===== src/rtl/sync_slow_pkg.sv =====
// Shared defaults and data word type for the slow-clock-domain receive synchronizer.
// Holds no logic; imported by sync_slow and by anything sizing data to its defaults.
package sync_slow_pkg;

  localparam int DEF_DATA_W      = 32;
  localparam int DEF_SYNC_STAGES = 2;

  typedef logic [DEF_DATA_W-1:0] data_t;

endpackage


===== src/rtl/sync_slow_bit_sync.sv =====
// Multi-flop synchronizer for one level signal; q follows d after STAGES clk_rx edges.
// No backpressure: the input is sampled every cycle and never stalled.
module bit_sync #(
  parameter int STAGES = 2
) (
  input  logic clk_rx,
  input  logic reset,
  input  logic d,
  output logic q
);

  if (STAGES < 2 || STAGES > 4) begin : g_bad_stages
    $error("bit_sync: STAGES must be in 2..4");
  end

  logic [STAGES-1:0] sync_q;

  // d goes straight into the first flop: nothing combinational ahead of it.
  always_ff @(posedge clk_rx) begin
    if (reset) begin
      sync_q <= '0;
    end else begin
      sync_q <= {sync_q[STAGES-2:0], d};
    end
  end

  assign q = sync_q[STAGES-1];

endmodule


===== src/rtl/sync_slow.sv =====
// Captures sdata on the rising edge of synchronized vi; vo/rdata/snt update SYNC_STAGES edges after vi is first sampled high.
// Backpressure via four-phase handshake: snt holds until synchronized vi drops, and no new request is taken before that.
module sync_slow
  import sync_slow_pkg::*;
#(
  parameter int DATA_W      = DEF_DATA_W,
  parameter int SYNC_STAGES = DEF_SYNC_STAGES
) (
  input  logic              clk_rx,
  input  logic              reset,
  input  logic              vi,
  input  logic [DATA_W-1:0] sdata,
  output logic              vo,
  output logic [DATA_W-1:0] rdata,
  output logic              snt
);

  logic vi_sync;
  logic vi_hist;
  logic req_rise;

  bit_sync #(
    .STAGES (SYNC_STAGES)
  ) u_bit_sync (
    .clk_rx (clk_rx),
    .reset  (reset),
    .d      (vi),
    .q      (vi_sync)
  );

  // vi_hist only returns to 0 once vi_sync has been seen low, which blocks re-detection.
  assign req_rise = vi_sync & ~vi_hist;

  always_ff @(posedge clk_rx) begin
    if (reset) begin
      vi_hist <= 1'b0;
      vo      <= 1'b0;
      snt     <= 1'b0;
      rdata   <= '0;
    end else begin
      vi_hist <= vi_sync;
      vo      <= req_rise;
      if (req_rise) begin
        rdata <= sdata;
        snt   <= 1'b1;
      end else if (!vi_sync) begin
        snt <= 1'b0;
      end
    end
  end

endmodule


===== config.mk =====
export PLATFORM = sky130hd
export DESIGN_NAME = sync_slow
export DESIGN_NICKNAME = d
export VERILOG_FILES = /design/src/rtl/sync_slow_pkg.sv /design/src/rtl/sync_slow_bit_sync.sv /design/src/rtl/sync_slow.sv
export SDC_FILE = /design/constraint.sdc
export NUM_CORES = 1
export LEC_CHECK = 0
export BUFFER_PORTS_ARGS = -buffer_cell sky130_fd_sc_hd__clkbuf_2
export CAP_MARGIN = 20
export CORE_MARGIN = 2
export CORE_UTILIZATION = 48
export CTS_CLUSTER_DIAMETER = 50
export DETAILED_ROUTE_END_ITERATION = 6
export HOLD_SLACK_MARGIN = 0.05
export PLACE_DENSITY = 0.79
export SYNTH_ARGS = -nofsm -noshare
export SYNTH_HDL_FRONTEND = slang
export SYNTH_SLANG_ARGS = --single-unit

===== constraint.sdc =====
create_clock -name clk_rx -period 1.15 [get_ports clk_rx]
set_input_delay 0.0575 -clock clk_rx [delete_from_list [all_inputs] [get_ports clk_rx]]
set_output_delay 0.0575 -clock clk_rx [all_outputs]
set_load 0.01 [all_outputs]

==> reports/summary.txt <==
outcome = finished clean
CP startpoint = vi_hist
setup TNS = 0 ns
Yosys reg bits = 37
VDD IR max = 0.751 mV
global-route wire length before repair = 6.49 mm
initial core utilization = 50.8%
Distinct cells, synth = 18
DIE AREA = 4120 sq um
syn avg cell area = 11.1 sq um
top achievable clock speed = 1.01 GHz
Top-Level Pins = 69
CTS Sinks = 37
Clock Tree Buf Depth = 2
Max Clock Skew = 0.00715 ns
DRT met1 WL = 1.78 mm
synth top area cells = dfxtp_1 (43%), nand4bb_1 (21%), o21ai_2 (15%)
antenna violations before repair = 0
final setup vio count = 0
Max FO, Critical Path = 26
Final Net Count = 292
sequential share of the synthesized area = 42.7%
Setup CP Type = flop to flop
diode count = 0
H-tree levels = 2
reg2reg start = vi_hist
final max-slew violation count = 0
post-synthesis to final-layout area growth = 43.7%
Mapped Nets = 192
layout cells sized above 1 = 45.3%
critical path capture point type = flop
final WL = 4.09 mm
Final min period = 0.991 ns
DRT iter0 DRCs = 77
Antenna Violating Nets Remaining = 0
vias = 1,507
top sig layer = met4
DRC = 0
cell count after synthesis = 157
Finished Cell Area = 2490 sq um
RSZ-0062 raised after global routing = false
Area after DPL = 2110 sq um
area fraction of the dominant cell type after synthesis = 42.7%
Hold Crit Class = input port to flop
GP Congestion = 0.705
All-Layer GR Usage = 20.0%
met3 wire length = 169 um
Critical Path AT = 1.22 ns
vias in the first global route = 1,498
final cell count without fillers = 304
CTS tree = yes
row cnt = 21
CP Launch Type = flop
Synth Cell Area = 1740 sq um
met2 WL = 2.11 mm
Reg2Reg Capture Point = rdata[10]
Post-DP HPWL = 2.52 mm
Power Density = 964 nW/um^2
Tcrit/Tclk final = 86.2%
Setup crit end = rdata[10]
core area = 3420 sq um
Initial DRT Pass Iterations = 4
Slew @ Worst Pin = 0.202 ns
GRT overflow = 0
Synth area leader = dfxtp_1
WL/cell = 13.5 um
worst r2r path cells = 3
Inst Count DP = 263
Final Hold Viols = 0
root buf cell = clkbuf_4
MaxCap Viol Count = 0
DIE HEIGHT = 64.2 um
Setup Fix Bufs, Post-CTS = 0
Worst Path Required = 1.38 ns
Clock Latency Late Sink = 0.33 ns
reg-to-reg setup timing slack = 0.16 ns
Buffers on Ports = 68
clock-pin slew on the worst setup and hold paths = 0.11 ns
Vias/cell = 4.96
clock buffer count from CTS = 5
Yosys warning count = 0
largest net degree at the start of global routing = 68
leakage = 1.06 nW
Horiz. Die Dim = 64.2 um
slew margin rel. = 86.5%
[cell type report]
type / instances / area (sq um)
Clock buffer: 5 / 37.5
Tap cell: 46 / 57.6
Inverter: 2 / 7.51
Sequential cell: 37 / 741
Clock inverter: 3 / 17.5
Timing Repair Buffer: 109 / 756
Fill cell: 265 / 921
Multi-Input combinational cell: 102 / 878
[sequential cells by signal, indices dropped and copies added (netlist names)]
signal,cells
u_bit_sync.sync_q,2
snt,1
rdata,32
vo,1
vi_hist,1
[cell usage in the layout (no fill, tap or decap), drive strengths merged]
cell type,Yosys,layout
a21oi,1,1
and2b,1,1
buf,8,8
clkbuf,5,73
clkinv,0,2
clkinvlp,0,1
dfxtp,37,37
dlygate4sd3,0,33
inv,2,2
nand2b,33,33
nand4bb,32,32
nor2,1,1
nor2b,2,2
o21ai,32,32
[timing repair]
item	4_1_cts	5_1_grt
hold endpoints to repair	33	0
gates resized for setup	0	0
hold buffers	33	0
[worst min path at each step]
stage	from	endpoint	depth (start not counted)
floorplan	vi	u_bit_sync.sync_q[0]	1
global placement	vi	u_bit_sync.sync_q[0]	2
detailed placement	vi	u_bit_sync.sync_q[0]	2
CTS	reset	u_bit_sync.sync_q[0]	3
global route	reset	u_bit_sync.sync_q[0]	3
finish	reset	u_bit_sync.sync_q[1]	3
[stage by stage]
stage | total power, W | utilization (%) | setup slack (ns) | hold slack [ns]
finish | 0.00241 | 73.0 | 0.159 | 0.158
global route | 0.00253 | 73.0 | 0.102 | 0.175
CTS | 0.00243 | 73.0 | 0.154 | 0.143
detailed placement | 0.00169 | 61.8 | 0.167 | 0.274
global placement | 0.00168 | 61.8 | 0.189 | 0.270
floorplan | 0.00156 | - | 0.174 | 0.186
[metal layers]
| layer | GRT usage (%) | vias up |
|---|---|---|
| li1 | - | 758 |
| met4 | 6.38 | 0 |
| met1 | 22.9 | 706 |
| met5 | 0 | - |
| met3 | 4.58 | 4 |
| met2 | 36.6 | 39 |
[cell usage after synthesis, drive strengths merged]
| cell | count |
|---|---|
| o21ai | 32 |
| nand2b | 33 |
| and2b | 1 |
| a21oi | 1 |
| clkbuf | 5 |
| buf | 8 |
| dlygate4sd1 | 2 |
| nor2b | 2 |
| nand4bb | 32 |
| dlymetal6s2s | 1 |
| dfxtp | 37 |
| nor2 | 1 |
| inv | 2 |
[cells by family (layout without fill, tap and decap cells)]
logic type / Yosys count / count (layout) / share of synthesized area [%]
and+or+nand+nor: 69 / 69 / 34.6
AOI/OAI and AO/OA: 33 / 33 / 16.0
DFF: 37 / 37 / 42.7
buffers and inverters: 18 / 119 / 6.77
[power by group]
| part | switching [W] | internal [W] | leakage [nW] |
|---|---|---|---|
| logic | 0.000163 | 0.000236 | 0.727 |
| registers | 0.0000250 | 0.00133 | 0.301 |
| clock network | 0.000425 | 0.000231 | 0.0310 |
| total | 0.000614 | 0.00179 | 1.06 |
[worst max-delay path, cell delays in order (launching register included)]
cell,delay [ns]
dfxtp_1,0.33
and2b_4,0.26
buf_12,0.21
o21ai_2,0.08
(Power assumes the default switching activity.)
